**src/rtl/multi_edge_pulser.sv**
```systemverilog
// Per-channel synchroniser, debounce filter, edge selection and hold-to-repeat
// pulse generation for dance-pad inputs; every pulse is one clk cycle wide.
module multi_edge_pulser #(
    parameter int N               = 4,
    parameter int DEBOUNCE_CYCLES = 4,
    parameter int REPEAT_DELAY    = 8,
    parameter int REPEAT_PERIOD   = 3
) (
    input  logic         clk,
    input  logic         reset,
    input  logic [N-1:0] a,
    input  logic [1:0]   mode,
    input  logic         repeat_en,
    output logic [N-1:0] level,
    output logic [N-1:0] pulse,
    output logic         any_pulse
);

    localparam int DW   = (DEBOUNCE_CYCLES > 1) ? $clog2(DEBOUNCE_CYCLES) : 1;
    localparam int RMAX = (REPEAT_DELAY > REPEAT_PERIOD) ? REPEAT_DELAY : REPEAT_PERIOD;
    localparam int RW   = (RMAX > 1) ? $clog2(RMAX) : 1;

    localparam logic [DW-1:0] DLAST  = DW'(DEBOUNCE_CYCLES - 1);
    localparam logic [RW-1:0] RDLAST = RW'(REPEAT_DELAY - 1);
    localparam logic [RW-1:0] RPLAST = RW'(REPEAT_PERIOD - 1);

    typedef enum logic [1:0] {
        IDLE        = 2'd0,
        HELD_DELAY  = 2'd1,
        HELD_REPEAT = 2'd2
    } rep_state_e;

    logic [N-1:0]   s1_q, s2_q;
    logic [N-1:0]   level_q, level_d;
    logic [N-1:0]   pulse_q, pulse_d;
    logic [DW-1:0]  dcnt_q [N];
    logic [DW-1:0]  dcnt_d [N];
    logic [RW-1:0]  rcnt_q [N];
    logic [RW-1:0]  rcnt_d [N];
    rep_state_e     state_q [N];
    rep_state_e     state_d [N];

    logic [N-1:0]   rise_w, fall_w, rep_fire_w;
    logic           rise_ok, fall_ok, rep_ok;

    always_ff @(posedge clk or negedge reset) begin
        if (!reset) begin
            s1_q    <= '0;
            s2_q    <= '0;
            level_q <= '0;
            pulse_q <= '0;
            for (int i = 0; i < N; i++) begin
                dcnt_q[i]  <= '0;
                rcnt_q[i]  <= '0;
                state_q[i] <= IDLE;
            end
        end else begin
            s1_q    <= a;
            s2_q    <= s1_q;
            level_q <= level_d;
            pulse_q <= pulse_d;
            for (int i = 0; i < N; i++) begin
                dcnt_q[i]  <= dcnt_d[i];
                rcnt_q[i]  <= rcnt_d[i];
                state_q[i] <= state_d[i];
            end
        end
    end

    always_comb begin
        rise_ok    = (mode == 2'b00) || (mode == 2'b10);
        fall_ok    = (mode == 2'b01) || (mode == 2'b10);
        rep_ok     = repeat_en && rise_ok;
        level_d    = level_q;
        pulse_d    = '0;
        rise_w     = '0;
        fall_w     = '0;
        rep_fire_w = '0;
        for (int i = 0; i < N; i++) begin
            dcnt_d[i]  = '0;
            rcnt_d[i]  = rcnt_q[i];
            state_d[i] = state_q[i];

            if (s2_q[i] != level_q[i]) begin
                if (dcnt_q[i] == DLAST) begin
                    level_d[i] = s2_q[i];
                    rise_w[i]  = s2_q[i];
                    fall_w[i]  = ~s2_q[i];
                end else begin
                    dcnt_d[i] = dcnt_q[i] + 1'b1;
                end
            end

            // Level flips take priority; a disabled repeat parks the channel
            // at the start of the delay so re-enabling waits the full delay.
            if (fall_w[i]) begin
                state_d[i] = IDLE;
                rcnt_d[i]  = '0;
            end else if (rise_w[i] || (state_q[i] != IDLE && !rep_ok)) begin
                state_d[i] = HELD_DELAY;
                rcnt_d[i]  = '0;
            end else begin
                case (state_q[i])
                    HELD_DELAY: begin
                        if (rcnt_q[i] == RDLAST) begin
                            rep_fire_w[i] = 1'b1;
                            state_d[i]    = HELD_REPEAT;
                            rcnt_d[i]     = '0;
                        end else begin
                            rcnt_d[i] = rcnt_q[i] + 1'b1;
                        end
                    end
                    HELD_REPEAT: begin
                        if (rcnt_q[i] == RPLAST) begin
                            rep_fire_w[i] = 1'b1;
                            rcnt_d[i]     = '0;
                        end else begin
                            rcnt_d[i] = rcnt_q[i] + 1'b1;
                        end
                    end
                    default: begin
                        state_d[i] = IDLE;
                        rcnt_d[i]  = '0;
                    end
                endcase
            end

            pulse_d[i] = (rise_w[i] & rise_ok) | (fall_w[i] & fall_ok) | rep_fire_w[i];
        end
    end

    assign level     = level_q;
    assign pulse     = pulse_q;
    assign any_pulse = |pulse_q;

endmodule

```
**config.mk**
```make
export PLATFORM = sky130hd
export DESIGN_NAME = multi_edge_pulser
export DESIGN_NICKNAME = d
export VERILOG_FILES = /design/src/rtl/multi_edge_pulser.sv
export SDC_FILE = /design/constraint.sdc
export NUM_CORES = 1
export LEC_CHECK = 0
export BUFFER_PORTS_ARGS = -buffer_cell sky130_fd_sc_hd__buf_2
export CELL_PAD_IN_SITES_DETAIL_PLACEMENT = 0
export CELL_PAD_IN_SITES_GLOBAL_PLACEMENT = 1
export CORE_UTILIZATION = 33
export DETAILED_ROUTE_END_ITERATION = 6
export PLACE_DENSITY_LB_ADDON = 0.1
export SLEW_MARGIN = 20
export SYNTH_ARGS = -nofsm -noshare
export SYNTH_HDL_FRONTEND = slang
export SYNTH_SLANG_ARGS = --single-unit
```
**constraint.sdc**
```tcl
create_clock -name clk -period 4.86 [get_ports clk]
set_clock_uncertainty 0.2 [all_clocks]
set_input_delay 0.729 -clock clk [delete_from_list [all_inputs] [get_ports clk]]
set_output_delay 0.729 -clock clk [all_outputs]
set_load 0.005 [all_outputs]
```
==> key figures, run 1 <==
Cells and area
  – Most common cell after layout, fill and taps aside: dfrtp_1
  – Nets: 281
  – Register area: 0.001101 mm2
  – Area of the multi-input gates: 0.001137 mm2
  – Diodes inserted: 0
  – Fill cell count: 717
  – Final core occ: 0.3861
  – Final instance area: 0.002638 mm2
  – Area delta synth->final: 12.91%
  – Most frequent cells in the layout: dfrtp_1, ha_1, inv_1
  – Ratio of cells with drive above 1 in the final layout: 0.1452

Clock network
  – Clock Root Buffer: clkbuf_8
  – Later-pin clock latency in the skew report: 0.29 ns
  – CTS tree: built
  – Post-CTS Setup Bufs: 0
  – Htree depth: 2
  – CTS Hold Bufs: 0
  – CTS buffer count: 5
  – Resize count post-CTS: 0
  – Clock sinks: 44
  – CTS Buffer Depth: 2
  – Clk slew on worst S/H paths: 0.08 ns

Power and ir drop
  – Clk network pwr share: 0.254
  – Sequential share of power: 0.503
  – Peak VDD IR: 0.0001685 V
  – Leakage: 1.279 nW
  – Internal power: 652.8 uW
  – Sw Share: 0.3112
  – PD cells: 359.4 mW/mm2
  – Logic gate share of total power: 0.243
  – Net Sw Power: 295.0 uW
  – Final Power: 947.8 uW

Synth
  – Synth Instances: 216
  – Cell variety after synth: 38
  – Post-synth EDFFs: 0
  – Sequential-to-total area share from yosys stat: 0.4713
  – Yosys warns: 0
  – Yosys reg bits: 44
  – Primary FF master, synth: dfrtp_1
  – Async SR Flop Fraction: 1.000
  – Synthesized area per cell: 10.81 um2
  – Synthesized net count: 257
  – Post-Syn Area: 0.002336 mm2

Global routing
  – Number of global-route vias before repair: 1584
  – First-pass GRT wire length: 7548 um
  – Overflow after GRT: 0
  – Largest net degree at the start of global routing: 45
  – Antenna violations before repair: 0
  – GR Util met1: 0.1846
  – Met3 Track Usage GR: 0.03369
  – M2 GR Usage: 0.1991
  – Total GRT Usage: 0.1318
  – Busiest grt layer: met2

STA
  – F_max: 433.4 MHz
  – Hold slack: 0.1488 ns
  – RSZ-0062 raised after global routing: no
  – Setup TNS: 0 ns
  – Slew HR: 0.6150
  – # setup viols final: 0
  – Fin crit share: 0.4748
  – Fin crit period: 2.308 ns
  – Final Max Tran Viols: 0
  – Final-report hold violation count: 0
  – Worst Tran Pin Value: 0.5774 ns

Floorplan
  – Die X: 86.14 um
  – Die footprint: 0.007419 mm2
  – I/O pin count: 18
  – CORE AREA: 0.006832 mm2
  – Initial Util: 0.3419
  – Row count: 30
  – Die Y: 86.14 um

Place
  – Post-DP HPWL: 3103 um
  – DP Area: 0.002541 mm2
  – Buffers added on ports: 17
  – Final Wtd Congestion: 0.7038

Hold path
  – Hold Path Stages: 0
  – Hold Path Class: reg2reg

Critical path
  – Req. time, crit path: 3.93 ns
  – Crit path max fanout: 2
  – CP Launch Type: flip-flop
  – Critical path arrival: 1.38 ns
  – Cells on worst reg2reg path: 6
  – Crit Path Category: reg2out
  – CP endpoint kind: output port

Detailed routing
  – Drt pass-1 iters: 4
  – Routed WL: 4192 um
  – Number of vias per cell: 4.638
  – DR DRC count: 0
  – DR iter-0 viols: 27
  – Drt wl/cell: 12.44 um
  – Routed vias: 1563
  – DRT antenna net count: 0

Status
  – Status: complete, no violations

Flow run
  – Max cap viols: 0
==> worst max-delay path: stages (launching register included) <==
cell     delay (ns)
dfrtp_1        0.40
or4_1          0.54
buf_2          0.15
==> sequential cells by signal, indices dropped and copies added, names as in the netlist <==
signal	cells
rcnt_q	12
s1_q	4
dcnt_q	8
pulse	4
level	4
s2_q	4
state_q	8
==> synthesized netlist by cell type (2+ instances only) <==
cell type / number / area share
dfrtp_1: 44 / 0.47
ha_1: 32 / 0.17
inv_1: 25 / 0.040
a21oi_1: 14 / 0.030
nor2_1: 12 / 0.019
nand2_1: 11 / 0.018
o21ai_0: 10 / 0.021
nor3b_1: 7 / 0.022
nand2b_1: 6 / 0.016
nor2b_1: 6 / 0.016
and2_1: 5 / 0.013
nand3_1: 4 / 0.0086
o21ai_1: 4 / 0.0086
xor2_1: 4 / 0.015
mux2_1: 3 / 0.014
nor3b_2: 3 / 0.016
a22oi_2: 2 / 0.011
nand2_2: 2 / 0.0054
o2111a_1: 2 / 0.0096
o22ai_1: 2 / 0.0054
==> final timing paths <==
| path | from | to | slack, ns |
|---|---|---|---|
| setup / recovery | pulse[1] | any_pulse | 2.55 |
| hold / removal | s1_q[3] | s2_q[3] | 0.15 |
| setup reg to reg | rcnt_q[0] | state_q[0] | 3.23 |
| hold reg to reg | s1_q[3] | s2_q[3] | 0.15 |
| max in group asynchronous | reset | rcnt_q[10] | 3.84 |
| min in group asynchronous | reset | dcnt_q[2] | 0.23 |
==> layer usage <==
metal  up-vias  share of wire
met3         7          0.030
met4         0          0.014
met2        23           0.45
li1        782              -
met1       751           0.50
met5         -              0
==> power by group through the flow <==
stage | registers (mW) | clock network, mW | logic, mW
detailed placement | 0.486 | 0 | 0.234
floorplan | 0.476 | 0 | 0.163
CTS | 0.478 | 0.256 | 0.236
global placement | 0.485 | 0 | 0.234
finish | 0.477 | 0.240 | 0.231
global route | 0.489 | 0.268 | 0.272
==> kinds of logic (layout without fill, tap and decap cells) <==
logic type                 Yosys count  count (layout)  share of synthesized area
AOI/OAI and AO/OA                   43              43                     0.1221
xor gates and xnor gates             4               4                    0.01500
adders and majority gates           32              32                     0.1714
buffers and inverters               26              51                    0.04178
DFF                                 44              44                     0.4713
muxes                                5               5                    0.02357
and+or+nand+nor                     62              62                     0.1548
==> cell type report <==
| cell class | count | share of cell area |
|---|---|---|
| clock buffers | 7 | 0.03273 |
| clock inverters | 1 | 0.002846 |
| inverters | 26 | 0.03700 |
| multi-input cells | 146 | 0.4312 |
| flip-flops and latches | 44 | 0.4175 |
| well taps | 96 | 0.04554 |
| repair buffers | 17 | 0.03321 |
==> stage by stage <==
| step | setup slack [ns] | instances |
|---|---|---|
| after floorplan | 2.968 | 216 |
| after global placement | 2.729 | 329 |
| after detailed placement | 2.700 | 329 |
| after CTS | 2.529 | 337 |
| after global routing | 2.501 | 337 |
| final | 2.552 | 337 |
Note: power is estimated with default switching activity, not from simulation.
==> run 2, diff against run 1 <==
==> constraint.sdc (replaced) <==
create_clock -name clk -period 2.25 [get_ports clk]
set_clock_uncertainty 0.2 [all_clocks]
set_input_delay 0.3375 -clock clk [delete_from_list [all_inputs] [get_ports clk]]
set_output_delay 0.3375 -clock clk [all_outputs]
set_load 0.005 [all_outputs]
==> key figures, run 2 (synthesis gave the netlist of run 1 again) <==
Place
  – Buffers added on ports: 17 (unchanged)
  – Final Wtd Congestion: 0.7184 (was 0.7038)
  – Placed insts: 331 (was 329)
  – Post-DP HPWL: 3184 um (was 3103 um)

Floorplan
  – Die X: 86.14 um (unchanged)
  – Die footprint: 0.007419 mm2 (unchanged)
  – I/O pin count: 18 (unchanged)
  – CORE AREA: 0.006832 mm2 (unchanged)
  – Initial Util: 0.3419 (unchanged)
  – Die Y: 86.14 um (unchanged)
  – Row count: 30 (unchanged)

Cells and area
  – Final core occ: 0.3958 (was 0.3861)
  – Fill cell count: 685 (was 717)
  – Diodes inserted: 0 (unchanged)
  – Most frequent cells in the layout: dfrtp_1, ha_1, inv_1 (unchanged)
  – Nets: 288 (was 281)
  – Biggest register: rcnt_q (unchanged)
  – Final non-filler cell total: 344 (was 337)
  – Number of flip-flops under the largest register name: 12 (unchanged)
  – Biggest regs: rcnt_q x12, dcnt_q x8, state_q x8 (unchanged)
  – Area delta synth->final: 15.75% (was 12.91%)
  – Most common cell after layout, fill and taps aside: dfrtp_1 (unchanged)
  – Ratio of cells with drive above 1 in the final layout: 0.1532 (was 0.1452)

STA
  – Fin crit period: 1.912 ns
  – Fin crit share: 0.8499
  – Setup TNS: 0 ns (unchanged)
  – Final-report hold violation count: 0 (unchanged)
  – RSZ-0062 raised after global routing: no (unchanged)
  – F_max: 522.9 MHz
  – # setup viols final: 0 (unchanged)
  – Worst Tran Pin Value: 0.6899 ns (was 0.5774 ns)
  – Final Max Tran Viols: 0 (unchanged)
  – Slew HR: 0.5400 (was 0.6150)
  – Hold slack: 0.1542 ns (was 0.1488 ns)

Clock network
  – Clk slew on worst S/H paths: 0.09 ns (was 0.08 ns)
  – Htree depth: 2 (unchanged)
  – CTS tree: built (unchanged)
  – Clock Root Buffer: clkbuf_8 (unchanged)
  – Resize count post-CTS: 0 (unchanged)
  – Later-pin clock latency in the skew report: 0.30 ns (was 0.29 ns)
  – Clock sinks: 44 (unchanged)
  – CTS buffer count: 5 (unchanged)
  – CTS Buffer Depth: 2 (unchanged)

Detailed routing
  – DR DRC count: 0 (unchanged)
  – Drt pass-1 iters: 4 (unchanged)
  – DRT antenna net count: 0 (unchanged)
  – Drt wl/cell: 12.31 um (was 12.44 um)
  – DR iter-0 viols: 35 (was 27)
  – Routed vias: 1546 (was 1563)
  – Routed WL: 4236 um (was 4192 um)
  – Number of vias per cell: 4.494 (was 4.638)

Global routing
  – Met3 Track Usage GR: 0.03369 (unchanged)
  – Largest net degree at the start of global routing: 31 (was 45)
  – First-pass GRT wire length: 7148 um (was 7548 um)
  – Overflow after GRT: 0 (unchanged)
  – Antenna violations before repair: 0 (unchanged)
  – M2 GR Usage: 0.1999 (was 0.1991)
  – Busiest grt layer: met2 (unchanged)
  – Total GRT Usage: 0.1260 (was 0.1318)
  – Number of global-route vias before repair: 1512 (was 1584)
  – GR Util met1: 0.1689 (was 0.1846)

Critical path
  – Crit path max fanout: 2 (unchanged)
  – Critical path arrival: 1.37 ns (was 1.38 ns)
  – Crit Path Category: reg2out (unchanged)
  – CP endpoint kind: output port (unchanged)
  – Req. time, crit path: 1.71 ns (was 3.93 ns)
  – CP Launch Type: flip-flop (unchanged)

Power and ir drop
  – PD cells: 767.0 mW/mm2 (was 359.4 mW/mm2)
  – Leakage: 1.308 nW (was 1.279 nW)
  – Peak VDD IR: 0.0003723 V (was 0.0001685 V)

Flow run
  – Max cap viols: 0 (unchanged)

Status
  – Status: complete, no violations (unchanged)

Hold path
  – Hold Path Class: reg2reg (unchanged)
## run 2: changes by cell type in the layout (fill, tap and decap cells not counted), sizes merged
cell	previous run	this run
buf	17	19
clkinvlp	1	2
dlygate4sd3	0	5
clkbuf	7	6
## run 2: critical path, stage by stage, from the launching register on
cell and delay [ns]:
dfrtp_1 0.40, or4_1 0.54, buf_2 0.15
## run 2: path summary, 6_finish.rpt
check,start,end,slack (ns),depth (start not counted)
min in group asynchronous,reset,rcnt_q[0],0.41,2
worst max register to register,rcnt_q[6],state_q[4],0.60,6
worst min-delay path,s1_q[1],s2_q[1],0.15,0
max in group asynchronous,reset,pulse[1],0.83,3
worst max-delay path,pulse[1],any_pulse,0.34,2
worst min register to register,s1_q[1],s2_q[1],0.15,0
## run 2: per-layer routing
layer  routed length (um)  part of all wire
met2                 1986              0.47
met1                 2076              0.49
met4                   53             0.013
met5                    0                 0
met3                  120             0.028
## run 2: final cells by class
cell class / count / area [um2] / area share
clock buffers: 6 / 82.58 / 0.03054
clock inverters: 2 / 15.01 / 0.005553
inverters: 26 / 97.59 / 0.03609
multi-input cells: 146 / 1137 / 0.4206
flip-flops and latches: 44 / 1101 / 0.4072
well taps: 96 / 120.1 / 0.04442
repair buffers: 24 / 150.1 / 0.05553
## run 2: what timing repair did
item                                    CTS  global route
setup buffers                             0             0
hold buffers                              5             0
endpoints found under the setup margin    0             0
endpoints found under the hold margin    32             0
## run 2: through the flow
| stage | setup WS [ns] | power (mW) | area (um2) |
|---|---|---|---|
| after detailed placement | 0.5132 | 1.555 | 2556 |
| after global routing | 0.2734 | 2.246 | 2704 |
| after global placement | 0.5242 | 1.559 | 2556 |
| after floorplan | 0.7187 | 1.381 | 2336 |
| final | 0.3377 | 2.074 | 2704 |
| after CTS | 0.3095 | 2.109 | 2704 |
## run 2: report_power, final
part / switching [mW] / leakage (nW) / total [mW] / internal [mW]
sequential: 0.107 / 0.556 / 1.03 / 0.926
clock: 0.289 / 0.0434 / 0.538 / 0.249
combinational: 0.262 / 0.709 / 0.503 / 0.241
total: 0.658 / 1.31 / 2.07 / 1.42
==> run 3, diff against run 2 <==
--- a/config.mk
+++ b/config.mk
@@ -5,6 +5,7 @@
 export SDC_FILE = /design/constraint.sdc
 export NUM_CORES = 1
 export LEC_CHECK = 0
+export ABC_AREA = 1
 export BUFFER_PORTS_ARGS = -buffer_cell sky130_fd_sc_hd__buf_2
 export CELL_PAD_IN_SITES_DETAIL_PLACEMENT = 0
 export CELL_PAD_IN_SITES_GLOBAL_PLACEMENT = 1
==> constraint.sdc (replaced) <==
create_clock -name clk -period 1.7 [get_ports clk]
set_clock_uncertainty 0.2 [all_clocks]
set_input_delay 0.255 -clock clk [delete_from_list [all_inputs] [get_ports clk]]
set_output_delay 0.255 -clock clk [all_outputs]
set_load 0.005 [all_outputs]
==> key figures, run 3 <==
Synth
  – Synthesized area per cell: 8.818 um2 (was 10.81 um2)
  – Primary FF master, synth: dfrtp_1 (unchanged)
  – Synth Instances: 273 (was 216)
  – Post-synth EDFFs: 0 (unchanged)
  – Synth cell count leaders: inv_1, nand2_1, dfrtp_1, ha_1, nor2_1 (was dfrtp_1, ha_1, inv_1, a21oi_1, nor2_1)
  – Yosys reg bits: 44 (unchanged)
  – Dominant cell type by area after synthesis: dfrtp_1 (unchanged)
  – Cell variety after synth: 25 (was 38)
  – Count leader, synth: inv_1 (was dfrtp_1)
  – Yosys warns: 0 (unchanged)
  – Synth area leaders: dfrtp_1, ha_1, inv_1 (unchanged)
  – Synthesized net count: 314 (was 257)
  – Synth top area share: 0.4574 (was 0.4713)
  – Post-Syn Area: 0.002407 mm2 (was 0.002336 mm2)
  – Async SR Flop Fraction: 1.000 (unchanged)
  – Sequential-to-total area share from yosys stat: 0.4574 (was 0.4713)

Global routing
  – First-pass GRT wire length: 7659 um (was 7148 um)
  – Largest net degree at the start of global routing: 29 (was 31)
  – Total GRT Usage: 0.1331 (was 0.1260)
  – Overflow after GRT: 0 (unchanged)
  – Number of global-route vias before repair: 1732 (was 1512)
  – Antenna violations before repair: 0 (unchanged)

Detailed routing
  – Drt wl/cell: 10.72 um (was 12.31 um)
  – Routed vias: 1769 (was 1546)
  – DRT antenna net count: 0 (unchanged)
  – DR DRC count: 0 (unchanged)
  – DR iter-0 viols: 66 (was 35)
  – Number of vias per cell: 4.411 (was 4.494)
  – Drt pass-1 iters: 4 (unchanged)
  – Routed WL: 4300 um (was 4236 um)

STA
  – Final-report hold violation count: 0 (unchanged)
  – Fin crit share: 1.032
  – Hold slack: 0.1517 ns (was 0.1542 ns)
  – Fin crit period: 1.755 ns
  – Worst Tran Pin Value: 0.4255 ns (was 0.6899 ns)
  – F_max: 569.9 MHz
  – # setup viols final: 1 (was 0)
  – Final Max Tran Viols: 0 (unchanged)
  – RSZ-0062 raised after global routing: yes (was no)
  – Slew HR: 0.7163 (was 0.5400)
  – Final worst slack: -0.05457 ns (was 0.3377 ns)

Power and ir drop
  – Leakage: 1.457 nW (was 1.308 nW)
  – Sequential share of power: 0.466 (was 0.498)
  – Net Sw Power: 1.052 mW (was 657.9 uW)
  – Internal power: 1.951 mW (was 1.416 mW)
  – PD cells: 1080 mW/mm2 (was 767.0 mW/mm2)
  – Logic gate share of total power: 0.309 (was 0.243)
  – Sw Share: 0.3504 (was 0.3172)
  – Peak VDD IR: 0.0007117 V (was 0.0003723 V)
  – Clk network pwr share: 0.225 (was 0.259)

Floorplan
  – Die X: 87.41 um (was 86.14 um)
  – I/O pin count: 18 (unchanged)
  – CORE AREA: 0.006907 mm2 (was 0.006832 mm2)
  – Die Y: 87.41 um (was 86.14 um)
  – Die footprint: 0.007641 mm2 (was 0.007419 mm2)
  – Row count: 30 (unchanged)
  – Initial Util: 0.3486 (was 0.3419)

Place
  – Post-DP HPWL: 3343 um (was 3184 um)
  – Buffers added on ports: 17 (unchanged)
  – Final Wtd Congestion: 0.7156 (was 0.7184)
  – Placed insts: 387 (was 331)

Critical path
  – Critical path arrival: 1.30 ns (was 1.37 ns)
  – Cells on worst reg2reg path: 7 (was 6)
  – CP Launch Point: pulse[3] (was pulse[1])
  – CP endpoint kind: output port (unchanged)
  – Worst reg-to-reg setup slack: 0.13 ns (was 0.60 ns)
  – Worst reg2reg startpoint: rcnt_q[0] (was rcnt_q[6])
  – Crit Path Category: reg2out (unchanged)
  – Crit path max fanout: 2 (unchanged)
  – Req. time, crit path: 1.24 ns (was 1.71 ns)
  – Reg-to-reg endpoint: rcnt_q[1] (was state_q[4])
  – CP Launch Type: flip-flop (unchanged)

Clock network
  – CTS Buffer Depth: 2 (unchanged)
  – Resize count post-CTS: 0 (unchanged)
  – Clk slew on worst S/H paths: 0.08 ns (was 0.09 ns)
  – Later-pin clock latency in the skew report: 0.29 ns (was 0.30 ns)
  – Clock Root Buffer: clkbuf_8 (unchanged)
  – Htree depth: 2 (unchanged)
  – CTS buffer count: 5 (unchanged)
  – CTS tree: built (unchanged)
  – Clock sinks: 44 (unchanged)

Cells and area
  – Ratio of cells with drive above 1 in the final layout: 0.1344 (was 0.1532)
  – Final non-filler cell total: 401 (was 344)
  – Diodes inserted: 0 (unchanged)
  – Fill cell count: 741 (was 685)
  – Final core occ: 0.4025 (was 0.3958)
  – Most frequent cells in the layout: inv_1, nand2_1, dfrtp_1 (was dfrtp_1, ha_1, inv_1)
  – Biggest regs: rcnt_q x12, dcnt_q x8, state_q x8 (unchanged)
  – Biggest register: rcnt_q (unchanged)
  – Number of flip-flops under the largest register name: 12 (unchanged)
  – Area delta synth->final: 15.49% (was 15.75%)
  – Most common cell after layout, fill and taps aside: inv_1 (was dfrtp_1)
  – Nets: 345 (was 288)

Hold path
  – Hold Path Stages: 0 (unchanged)
  – Min-Delay Startpoint: s1_q[3] (was s1_q[1])
  – Hold endpoint: s2_q[3] (was s2_q[1])
  – Hold Path Class: reg2reg (unchanged)

Status
  – Status: finished with violations (was complete, no violations)
  – Failing checks: setup timing

Flow run
  – Max cap viols: 0 (unchanged)
==> run 3: metal layers <==
metal | global-route usage | share of wire | vias up
met4 | 0.03577 | 0.011 | 0
li1 | - | - | 925
met3 | 0.04265 | 0.032 | 4
met5 | 0 | 0 | -
met2 | 0.2301 | 0.49 | 23
met1 | 0.1588 | 0.47 | 817
==> run 3: worst max-delay path, stage by stage, from the launching register on <==
cell,delay [ns]
dfrtp_1,0.37
or4_1,0.50
buf_2,0.14
==> run 3: worst max path at each step <==
stage,slack [ns],end
final,-0.05,any_pulse
after detailed placement,0.08,state_q[3]
after global placement,0.15,state_q[3]
after CTS,-0.09,any_pulse
after global routing,-0.11,any_pulse
after floorplan,0.27,state_q[5]
==> run 3: cell families after synthesis <==
logic type	Yosys count	synth area share
simple gates	109	0.2167
buf+inv	55	0.08680
flops	44	0.4574
compound gates	33	0.07277
fa+ha+maj	32	0.1663
==> run 3: power groups by stage <==
stage	logic [mW]	clock network, mW	registers (mW)
2_1_floorplan	0.689	0	1.40
3_3_place_gp	0.945	0	1.42
3_5_place_dp	0.931	0	1.42
4_1_cts	0.946	0.713	1.40
5_1_grt	1.11	0.761	1.43
6_report	0.928	0.677	1.40
==> run 3: what timing repair did <==
item                       CTS  global route
setup endpoints to repair    1             1
pin swaps                    1             1
hold buffers                 5             0
setup buffers                1             0
hold endpoints to repair    20             0
==> run 3: area by class of cell <==
cell class,instances,area [um2],area share
Multi-Input combinational cell,174,1097,0.3947
Tap cell,96,120.1,0.04320
Timing Repair Buffer,24,162.7,0.05851
Clock buffer,8,90.09,0.03240
Inverter,55,209.0,0.07516
Sequential cell,44,1101,0.3960
==> run 3: metrics by stage <==
stage | cell area, um2 | worst slack (ns) | power (mW) | TNS [ns]
after floorplan | 2407 | 0.2682 | 2.086 | 0
final | 2780 | -0.05457 | 3.003 | -0.05457
after CTS | 2780 | -0.09287 | 3.060 | -0.09287
after global placement | 2633 | 0.1501 | 2.369 | 0
after global routing | 2780 | -0.1055 | 3.307 | -0.1055
after detailed placement | 2633 | 0.08456 | 2.352 | 0
